===== src/rtl/connect4_pkg.sv =====
// Shared definitions for the connect-four win scanners: board defaults,
// player encoding, scanner FSM state codes and default index widths.
package connect4_pkg;

  localparam int ROWS_DEF    = 6;
  localparam int COLS_DEF    = 7;
  localparam int WIN_LEN_DEF = 4;

  localparam logic PLAYER1 = 1'b1;
  localparam logic PLAYER2 = 1'b0;

  localparam logic [1:0] S_IDLE = 2'd0;
  localparam logic [1:0] S_READ = 2'd1;
  localparam logic [1:0] S_EVAL = 2'd2;
  localparam logic [1:0] S_DONE = 2'd3;

  localparam int ROW_W = $clog2(ROWS_DEF);
  localparam int COL_W = $clog2(COLS_DEF);

endpackage


===== src/rtl/win_run_counter.sv =====
// Saturating consecutive-match counter shared by the win scanners.
// hit flags the increment that completes a run of WIN_LEN, so the caller can
// finish in the same cycle the last matching cell is evaluated.
module win_run_counter
  import connect4_pkg::*;
#(
  parameter int WIN_LEN = WIN_LEN_DEF
) (
  input  logic clk,
  input  logic resetn,
  input  logic inc,
  input  logic rst_run,
  output logic hit
);

  localparam int CNT_W = $clog2(WIN_LEN + 1);

  logic [CNT_W-1:0] count_q;

  assign hit = inc && (count_q == CNT_W'(WIN_LEN - 1));

  // Run length: cleared on request, otherwise counts matches and stops at WIN_LEN
  always_ff @(posedge clk or negedge resetn) begin
    if (!resetn) begin
      count_q <= '0;
    end else if (rst_run) begin
      count_q <= '0;
    end else if (inc && (count_q != CNT_W'(WIN_LEN))) begin
      count_q <= count_q + 1'b1;
    end
  end

endmodule


===== src/rtl/vertical_win_scanner.sv =====
// Vertical win detector: after a drop, walks the dropped-into column from the
// bottom row upward through the board store and reports whether the mover
// owns WIN_LEN consecutive cells, plus the top row of that run.
module vertical_win_scanner
  import connect4_pkg::*;
#(
  parameter int ROWS    = ROWS_DEF,
  parameter int COLS    = COLS_DEF,
  parameter int WIN_LEN = WIN_LEN_DEF
) (
  input  logic                     clk,
  input  logic                     resetn,
  input  logic                     start,
  input  logic [$clog2(COLS)-1:0]  col,
  input  logic                     player,
  output logic                     rd_en,
  output logic [$clog2(COLS)-1:0]  rd_col,
  output logic [$clog2(ROWS)-1:0]  rd_row,
  input  logic                     cell_occ,
  input  logic                     cell_owner,
  output logic                     busy,
  output logic                     done,
  output logic                     win,
  output logic [$clog2(ROWS)-1:0]  win_row,
  output logic                     game_won,
  input  logic                     clear
);

  localparam int RW = $clog2(ROWS);
  localparam int CW = $clog2(COLS);

  if ((ROWS < 2) || (WIN_LEN < 2) || (WIN_LEN > ROWS)) begin : g_bad_params
    $error("vertical_win_scanner: need ROWS >= 2 and 2 <= WIN_LEN <= ROWS");
  end

  logic [1:0]    state_q, state_d;
  logic [CW-1:0] col_q, col_d;
  logic          player_q, player_d;
  logic [RW-1:0] row_q, row_d;
  logic          win_q, win_d;
  logic [RW-1:0] win_row_q, win_row_d;
  logic          game_won_q;
  logic          inc, rst_run, hit;
  logic          start_acc, eval_occ;

  assign start_acc = (state_q == S_IDLE) && start;
  assign eval_occ  = (state_q == S_EVAL) && cell_occ;
  assign inc       = eval_occ && (cell_owner == player_q);
  assign rst_run   = start_acc || (eval_occ && (cell_owner != player_q));

  win_run_counter #(
    .WIN_LEN (WIN_LEN)
  ) u_run (
    .clk     (clk),
    .resetn  (resetn),
    .inc     (inc),
    .rst_run (rst_run),
    .hit     (hit)
  );

  // col_q/row_q only change on entry to READ, so they double as the read address
  assign rd_en    = (state_q == S_READ);
  assign rd_col   = col_q;
  assign rd_row   = row_q;
  assign busy     = (state_q != S_IDLE);
  assign done     = (state_q == S_DONE);
  assign win      = win_q;
  assign win_row  = win_row_q;
  assign game_won = game_won_q;

  // Scan sequencing: next state, latched request and result
  always_comb begin
    state_d   = state_q;
    col_d     = col_q;
    player_d  = player_q;
    row_d     = row_q;
    win_d     = win_q;
    win_row_d = win_row_q;
    case (state_q)
      S_IDLE: begin
        if (start) begin
          col_d    = col;
          player_d = player;
          row_d    = '0;
          state_d  = S_READ;
        end
      end
      S_READ: state_d = S_EVAL;
      S_EVAL: begin
        if (!cell_occ) begin
          // pieces stack, so an empty cell ends the column
          state_d   = S_DONE;
          win_d     = 1'b0;
          win_row_d = '0;
        end else if (hit) begin
          state_d   = S_DONE;
          win_d     = 1'b1;
          win_row_d = row_q;
        end else if (row_q == RW'(ROWS - 1)) begin
          state_d   = S_DONE;
          win_d     = 1'b0;
          win_row_d = '0;
        end else begin
          row_d   = row_q + 1'b1;
          state_d = S_READ;
        end
      end
      S_DONE:  state_d = S_IDLE;
      default: state_d = S_IDLE;
    endcase
  end

  // Scan state and result registers
  always_ff @(posedge clk or negedge resetn) begin
    if (!resetn) begin
      state_q   <= S_IDLE;
      col_q     <= '0;
      player_q  <= 1'b0;
      row_q     <= '0;
      win_q     <= 1'b0;
      win_row_q <= '0;
    end else begin
      state_q   <= state_d;
      col_q     <= col_d;
      player_q  <= player_d;
      row_q     <= row_d;
      win_q     <= win_d;
      win_row_q <= win_row_d;
    end
  end

  // Sticky game-over flag; a new-game clear overrides a simultaneous win
  always_ff @(posedge clk or negedge resetn) begin
    if (!resetn) begin
      game_won_q <= 1'b0;
    end else if (clear) begin
      game_won_q <= 1'b0;
    end else if (done && win_q) begin
      game_won_q <= 1'b1;
    end
  end

endmodule


===== config.mk =====
export PLATFORM = sky130hd
export DESIGN_NAME = vertical_win_scanner
export DESIGN_NICKNAME = d
export VERILOG_FILES = /design/src/rtl/connect4_pkg.sv /design/src/rtl/win_run_counter.sv /design/src/rtl/vertical_win_scanner.sv
export SDC_FILE = /design/constraint.sdc
export NUM_CORES = 1
export LEC_CHECK = 0
export ABC_CLOCK_PERIOD_IN_PS = 1600
export CORE_ASPECT_RATIO = 0.7
export CORE_MARGIN = 2
export CORE_UTILIZATION = 42
export DETAILED_ROUTE_END_ITERATION = 10
export PLACE_DENSITY = 0.83
export REMOVE_ABC_BUFFERS = 1
export SLEW_MARGIN = 10
export SYNTH_ARGS = -nofsm -noshare
export SYNTH_HDL_FRONTEND = slang
export SYNTH_HIERARCHICAL = 1
export SYNTH_SLANG_ARGS = --single-unit
export TNS_END_PERCENT = 1

===== constraint.sdc =====
create_clock -name clk -period 1.6 [get_ports clk]
set_clock_uncertainty 0.1 [all_clocks]
set_input_delay 0.32 -clock clk [delete_from_list [all_inputs] [get_ports clk]]
set_output_delay 0.32 -clock clk [all_outputs]
set_load 0.005 [all_outputs]

Yosys cells after proc, flatten, opt, wreduce, memory -nomap -nowiden
Index checks and enable logic that the tools add are counted.
{ "op_classes": {"n_reduce_logical": 16, "magnitude_cmp": 0, "shift": 0, "eq_ne": 13, "div_mod_pow": 0, "bitwise_logic": 0, "muxes": 20, "addsub": 2, "n_mul": 0} }
{ "op_table": {"columns": ["cell", "n"], "rows": [
  ["3-bit 2-to-1 mux", 9],
  ["2-bit 2-to-1 mux", 4],
  ["2-bit inequality test (second input constant)", 4],
  ["2-bit case mux with 4 select lines", 1],
  ["2-bit nonzero test", 4],
  ["1-bit logical AND", 7],
  ["3-bit by 1-bit adder with 3-bit output (second input constant)", 2],
  ["3-bit case mux with 2 select lines", 1],
  ["1-bit 2-to-1 mux", 5],
  ["5-bit AND reduction", 1],
  ["2-bit equality test (second input constant)", 2],
  ["2-bit AND reduction", 2],
  ["3-bit by 2-bit equality test with 1-bit output (second input constant)", 1],
  ["3-bit equality test (second input constant)", 1],
  ["3-bit by 1-bit inequality test with 1-bit output (second input constant)", 1],
  ["3-bit inequality test (second input constant)", 1],
  ["2-bit by 1-bit equality test with 1-bit output (second input constant)", 1],
  ["2-bit zero test", 1],
  ["1-bit equality test", 1],
  ["1-bit logical OR", 1],
  ["1-bit inequality test", 1]
]} }
{ "totals": {"mem_bits_ro": 0, "wordCells": 59, "mem_count": 0, "ff_bits": 17, "ramBits": 0, "output_inout_bits": 14, "latch_bits": 0, "input_bits": 10} }

Longest topological paths before layout
Gate-level depths: netlist of the first run.
{ "depth": {"word_depth": 7, "depth_mapped": 8} }

Cells and area by module
Netlist of the first run, hierarchy kept.
{ "modules_own_cells": {"columns": ["mod", "instances", "cells_per_inst", "area_per_inst_um2", "seq_area_each_um2"], "rows": [
  ["vertical_win_scanner", 1, 61, 684.4, 350.3],
  ["win_run_counter", 1, 19, 196.4, 75.1]
]} }

Worst setup path before layout of the first run
OpenSTA, ideal clock, no wires.
{ "synth_path": {"path_kind": "register to register", "start": "register state_q[1]", "end": "register win_row_q[0] (netlist: win_row[0])", "t_arrival_ns": 1.496, "period_less_slack_ns": 1.717, "setup_time_ns": 0.121, "path_stages_with_launch": 9, "required_time_ns": 1.379, "path_slack_ns": -0.117, "path_cell_list": "dfrtp_1 nor2b_1 buf_4 nand2_1 nor2_1 and2_1 nand2b_1 o21ai_2 a22o_1"} }
{ "synth_between": {"elab_chain_len": 6, "word_cells_on_any_way": 8, "cone_classes": "eq/ne (2); mux (2); reduce/logical (4)"} }
{ "synth_rtl": {"columns": ["item", "line_no", "rtl"], "rows": [
  ["start, declared", "vertical_win_scanner.sv:36", "logic [1:0] state_q, state_d;"],
  ["start signal, assigned", "vertical_win_scanner.sv:123", "state_q <= state_d;"],
  ["2-bit equality test (*)", "vertical_win_scanner.sv:47", "assign eval_occ = (state_q == S_EVAL) && cell_occ;"],
  ["1-bit logical AND (*)", "vertical_win_scanner.sv:47", null],
  ["1-bit logical AND (*)", "vertical_win_scanner.sv:48", "assign inc = eval_occ && (cell_owner == player_q);"],
  ["via inc", "vertical_win_scanner.sv:43", "logic inc, rst_run, hit;"],
  ["1-bit logical AND (*)", "win_run_counter.sv:20", "assign hit = inc && (count_q == CNT_W'(WIN_LEN - 1));"],
  ["via hit", "vertical_win_scanner.sv:43", null],
  ["3-bit by 1-bit inequality test with 1-bit output (no source line) / 3-bit 2-to-1 mux (equally long branches)", null, null],
  ["2-bit AND reduction (no source line) / 3-bit 2-to-1 mux (equally long branches)", null, null],
  ["end signal, assigned", "vertical_win_scanner.sv:128", "win_row_q <= win_row_d;"],
  ["end, declared", "vertical_win_scanner.sv:41", "logic [RW-1:0] win_row_q, win_row_d;"]
]} }
The timed path passes the listed nets; every way through them passes the cells marked *.
A chain may end at the register's enable or synchronous reset.

Worst setup path after layout of the first run
{ "layout_path": {"start": "register state_q[1]", "end": "register win_row_q[2] (netlist: win_row[2])"} }
Same word-level chain as after synthesis.

==> results of run 1 <==
flip-flops by register name, indices dropped and copies added (netlist names):
register,count
win_row,3
state_q,2
rd_col,3
rd_row,3
game_won,1
win,1
player_q,1
u_run/count_q,3
kinds of logic (layout without fill, tap and decap cells):
group,Yosys count,count (layout)
fa+ha+maj,5,5
simple gates,29,29
xor+xnor,2,2
flops,17,17
compound gates,14,14
buf+inv,8,50
mux,5,5
cell usage in the layout, fill, tap and decap left out, types with 2 or more instances in the layout:
cell              n
nor2_1            4
a22o_1            3
nor2b_2           2
dfrtp_1          16
dlygate4sd2_1     5
nand3_1           2
a21oi_1           3
nand2_1           4
clkbuf_4          3
dlymetal6s2s_1    8
mux2_1            4
nor2b_1           2
inv_1             7
nand2b_1          2
ha_1              5
and2_1            2
clkdlybuf4s50_1   9
buf_4            15
nand4b_1          2
o211ai_1          2
stage by stage:
| step | setup TNS (ns) | area (um2) |
|---|---|---|
| 2_1_floorplan | -1.61 | 873 |
| 3_3_place_gp | -3.37 | 1230 |
| 3_5_place_dp | -3.88 | 1230 |
| 4_1_cts | -1.47 | 1280 |
| 5_1_grt | -1.51 | 1330 |
| 6_report | -0.638 | 1330 |
power breakdown:
group          leakage, nW  internal, mW  switching [mW]
logic                0.504         0.482           0.340
registers            0.222         0.544           0.108
clock network       0.0150        0.0970           0.132
total                0.741          1.12           0.581
final timing paths:
check                                       start                endpoint  slack [ns]  cells past startpoint
setup / recovery           state_q[1]$_DFFE_PN0P_  win_row[2]$_DFFE_PN0P_       -0.10                      8
hold / removal                             resetn  state_q[0]$_DFFE_PN0P_        0.25                      2
min in group clk            rd_col[1]$_DFFE_PN0P_   rd_col[1]$_DFFE_PN0P_        0.39                      1
max in group asynchronous                  resetn   rd_row[0]$_DFFE_PN0P_        0.95                      2
hold reg to reg             rd_col[1]$_DFFE_PN0P_   rd_col[1]$_DFFE_PN0P_        0.39                      1
setup reg to reg           state_q[1]$_DFFE_PN0P_  win_row[2]$_DFFE_PN0P_       -0.10                      8
metal layers:
metal | GRT usage | up-vias | wire length [um]
met5 | 0 | - | 0
met4 | 0.0409 | 0 | 11
li1 | - | 361 | -
met3 | 0.0617 | 2 | 107
met1 | 0.198 | 368 | 863
met2 | 0.327 | 22 | 1050
critical path, stage by stage, from the launching register on:
cell	delay [ns]
dfrtp_1	0.44
buf_6	0.13
nor2b_4	0.14
nand2_1	0.06
nor2_1	0.12
and2_1	0.16
nand2b_4	0.14
o21ai_4	0.08
a22o_1	0.23
area by class of cell:
cell class,instances,area share
Timing Repair Buffer,39,0.273
Multi-Input combinational cell,55,0.346
Sequential cell,17,0.321
Inverter,7,0.0198
Tap cell,22,0.0207
Clock buffer,4,0.0198
repair_timing:
item / CTS / global route
buffers inserted: 3 / 0
pin swaps: 1 / 7
setup endpoints to repair: 16 / 21
resized for setup: 11 / 16
gates cloned: 0 / 0
==> results.toml, run 1 <==
[sta]
whs_ns = 0.250
max_slew_margin = 0.809
hold_violations = 0
slew_violations = 0
fin_crit_ns = 1.70
setup_viol = 12
tightest_slew_ns = 0.286
rsz0062_at_grt = "yes"
layout_setup_ws_ns = -0.103
fin_crit_sh = 1.06
max_freq_mhz = 587

[route]
drc_errors = 2
via_per_inst = 5.23
vias = 753
drt_iter0_drc = 17
drtAntennaViolNets = 0
drt_first_pass_iters = 7
wl_um = 2030
avgRoutedWirePerCell_um = 14.1

[yosys]
synth_compound_area_frac = 0.125
yosys.area_share.adder = 0.0710
synthMuxAreaShare = 0.0625
yosysMostFrequentCell = "dfrtp_1"
synth.area.top_cells = "dfrtp_1 (48%), ha_1 (7.1%), mux2_1 (5.1%)"
synth_common_cells = "dfrtp_1 (17), inv_1 (7), ha_1 (5), nor2b_1 (5)"
yosysWarnings = 6
synth_ff_type = "dfrtp_1"
synth-xor-area-share = 0.0199
async_flop_share = 1.00
synth_cells = 80
synth_edf_count = 0
synth_top_area_cell = "dfrtp_1"
synth_top_family_by_area = "simple AND/OR/NAND/NOR gates"
avgSynthCellArea_um2 = 11.0
yosysUniqueCellTypes = 30
yosysSeqAreaShare = 0.483
synthesis.area_um2 = 881
yosysTopAreaCellShare = 0.483
synth-seq-cells = 17
yosys.area_share.simple = 0.200

[run_status]
failed_checks = "DRC, setup timing"
status = "complete, but fails checks"

[cells_and_area]
n_fill_cell = 148
multi_input_area_um2 = 459
num_antenna_cells = 0
fin_cells = 144
layout-drive-gt1-share = 0.262
nNetsFinal = 138
areaGrowthSynthToFinish_pct = 50.9
fin_util = 0.692
ff_latch_area_um2 = 427

[placement]
place_congestion = 0.781
dp.cells = 137
pre_cts_slack_ns = -0.446
dp_hpwl_um = 1500
io_buffers = 23

[floorplan]
initial_core_util = 0.459
fp.dieW_um = 58.7
die_h_um = 42.3
die-area_mm2 = 0.00249
core_area_mm2 = 0.00192
rows = 13
num_io_pins = 24

[global_routing]
first_global_vias = 764
grt_max_degree = 18
grt-ovfl-total = 0
grt_pass1_wl_um = 3310
antenna_found_initial = 0
grt_usage = 0.179

[pwr]
powerDensity_mw_per_mm2 = 1280
finalPower_mw = 1.70
irDropWorstVdd_mv = 1.03
leakagePower_nw = 0.741

[worst_setup_path]
cp_max_fo = 6
critPathRequiredTime_ns = 1.69
crit_arrival_ns = 1.79
end_kind = "flip-flop"
crit_path_start_kind = "flip-flop"
criticalPathCategory = "reg2reg"

[clocking]
htreeDepth = 1
cts_made_buffers = 3
cts_hold_buf = 0
cts.sinks = 17
clk_path_buf_depth = 2
clk_pin_slew_ns = 0.09
clock-root-buffer = "clkbuf_4"
cts_tree = "done"
clk_latency_ns = 0.29

[flow_run]
cap_viol_max_count = 0

[hold_path]
holdCritPathClass = "in2async"
No activity file was read; power rests on OpenSTA's default activity.
==> run 2: changes to the inputs <==
--- a/constraint.sdc
+++ b/constraint.sdc
@@ -4,2 +4,2 @@
 set_output_delay 0.32 -clock clk [all_outputs]
-set_load 0.005 [all_outputs]
+set_load 0.01 [all_outputs]
==> results.toml, run 2 (synthesis gave the netlist of run 1 again) <==
[pwr]
finalPower_mw = 1.77
irDropWorstVdd_mv = 0.896
leakagePower_nw = 0.650
powerDensity_mw_per_mm2 = 1330

[worst_setup_path]
crit_path_start_kind = "flip-flop"
crit_path_start = "state_q[0]$_DFFE_PN0P_"
r2r_cells = 8
criticalPathCategory = "reg2out"
end_kind = "primary output"
critPathRequiredTime_ns = 1.18
cp_max_fo = 3
crit_arrival_ns = 1.22
rr_startpoint = "state_q[1]$_DFFE_PN0P_"

[floorplan]
initial_core_util = 0.459
fp.dieW_um = 58.7
rows = 13
die_h_um = 42.3
die-area_mm2 = 0.00249
num_io_pins = 24
core_area_mm2 = 0.00192

[cells_and_area]
nNetsFinal = 139
num_antenna_cells = 0
final_cell_mix = "dfrtp_1 (16), buf_4 (15), dlygate4sd2_1 (11)"
layout-drive-gt1-share = 0.333
final_common_cell = "dfrtp_1"
areaGrowthSynthToFinish_pct = 51.8
stdcell_area_mm2 = 0.00134

[global_routing]
first_global_vias = 778
grt-ovfl-total = 0
grt_pass1_wl_um = 3330
antenna_found_initial = 0
grt_max_degree = 18
grt_usage = 0.181

[clocking]
cts_made_buffers = 3
clk_pin_slew_ns = 0.10
clk_latency_ns = 0.30
cts.sinks = 17
htreeDepth = 1
clock-root-buffer = "clkbuf_4"
clk_path_buf_depth = 2
cts_tree = "done"

[sta]
max_freq_mhz = 609
fin_crit_ns = 1.64
tightest_slew_ns = 0.293
rsz0062_at_grt = "yes"
fin_crit_sh = 1.03
max_slew_margin = 0.805
setup_viol = 5
layout_setup_ws_ns = -0.0416
hold_violations = 0
slew_violations = 0

[run_status]
failed_checks = "DRC, setup timing"
status = "complete, but fails checks"

[hold_path]
holdCritPathClass = "in2async"

[flow_run]
cap_viol_max_count = 0

[placement]
place_congestion = 0.782
io_buffers = 23
dpl_cell_area_mm2 = 0.00123
dp_hpwl_um = 1470
pre_cts_slack_ns = -0.453

[route]
wl_um = 2020
drtAntennaViolNets = 0
drt_first_pass_iters = 7
drc_errors = 2
drt_iter0_drc = 11
vias = 754
avgRoutedWirePerCell_um = 13.9
via_per_inst = 5.20
-- run 2: changes by cell type in the layout (fill, tap and decap cells not counted), moves of 2 or more --
cell / previous run / this run
dlymetal6s2s_1: 8 / 0
dlygate4sd2_1: 5 / 11
buf_6: 1 / 3
ha_1: 5 / 3
ha_2: 0 / 2
-- run 2: path summary, 6_finish.rpt --
check	to	slack [ns]
min reg2reg	rd_col[1]$_DFFE_PN0P_	0.39
max reg2reg	win_row[0]$_DFFE_PN0P_	-0.02
max	busy	-0.04
max in group asynchronous	rd_row[0]$_DFFE_PN0P_	0.96
min	win_row[2]$_DFFE_PN0P_	0.24
min in group clk	rd_col[1]$_DFFE_PN0P_	0.39
-- run 2: routing by layer --
layer / track usage / vias up / share of wire
li1: - / 361 / -
met1: 0.210 / 363 / 0.44
met2: 0.296 / 25 / 0.48
met3: 0.0741 / 5 / 0.069
met4: 0.0682 / 0 / 0.018
met5: 0 / - / 0
-- run 2: critical path: stages, from the launching register on --
cell,delay [ns]
dfrtp_1,0.39
buf_4,0.15
or2_4,0.25
buf_6,0.12
-- run 2: repair_timing --
action / in CTS / in global routing
resized for setup: 23 / 18
setup endpoints to repair: 23 / 13
cloned: 0 / 0
pin swaps: 3 / 6
buffers inserted: 2 / 2
hold buffers: 0 / 0
-- run 2: metrics by stage --
stage | instances | hold slack, ns | utilization | setup TNS, ns
finish | 145 | 0.241 | 0.697 | -0.0746
global route | 145 | 0.255 | 0.697 | -0.689
CTS | 143 | 0.257 | 0.668 | -0.778
detailed placement | 137 | 0.378 | 0.640 | -3.83
global placement | 137 | 0.367 | 0.640 | -3.41
floorplan | 79 | -0.0756 | - | -1.61
-- run 2: layout make-up --
cell class | instances | area, um2
fillers | 135 | 582
flip-flops and latches | 17 | 427
multi-input cells | 55 | 488
inverters | 7 | 26.3
well taps | 22 | 27.5
repair buffers | 40 | 343
clock buffers | 4 | 26.3
-- run 2: power breakdown --
part	internal, mW	leakage, nW	switching (mW)
combinational	0.487	0.414	0.403
clock	0.0975	0.0150	0.143
sequential	0.544	0.222	0.0993
total	1.13	0.650	0.645
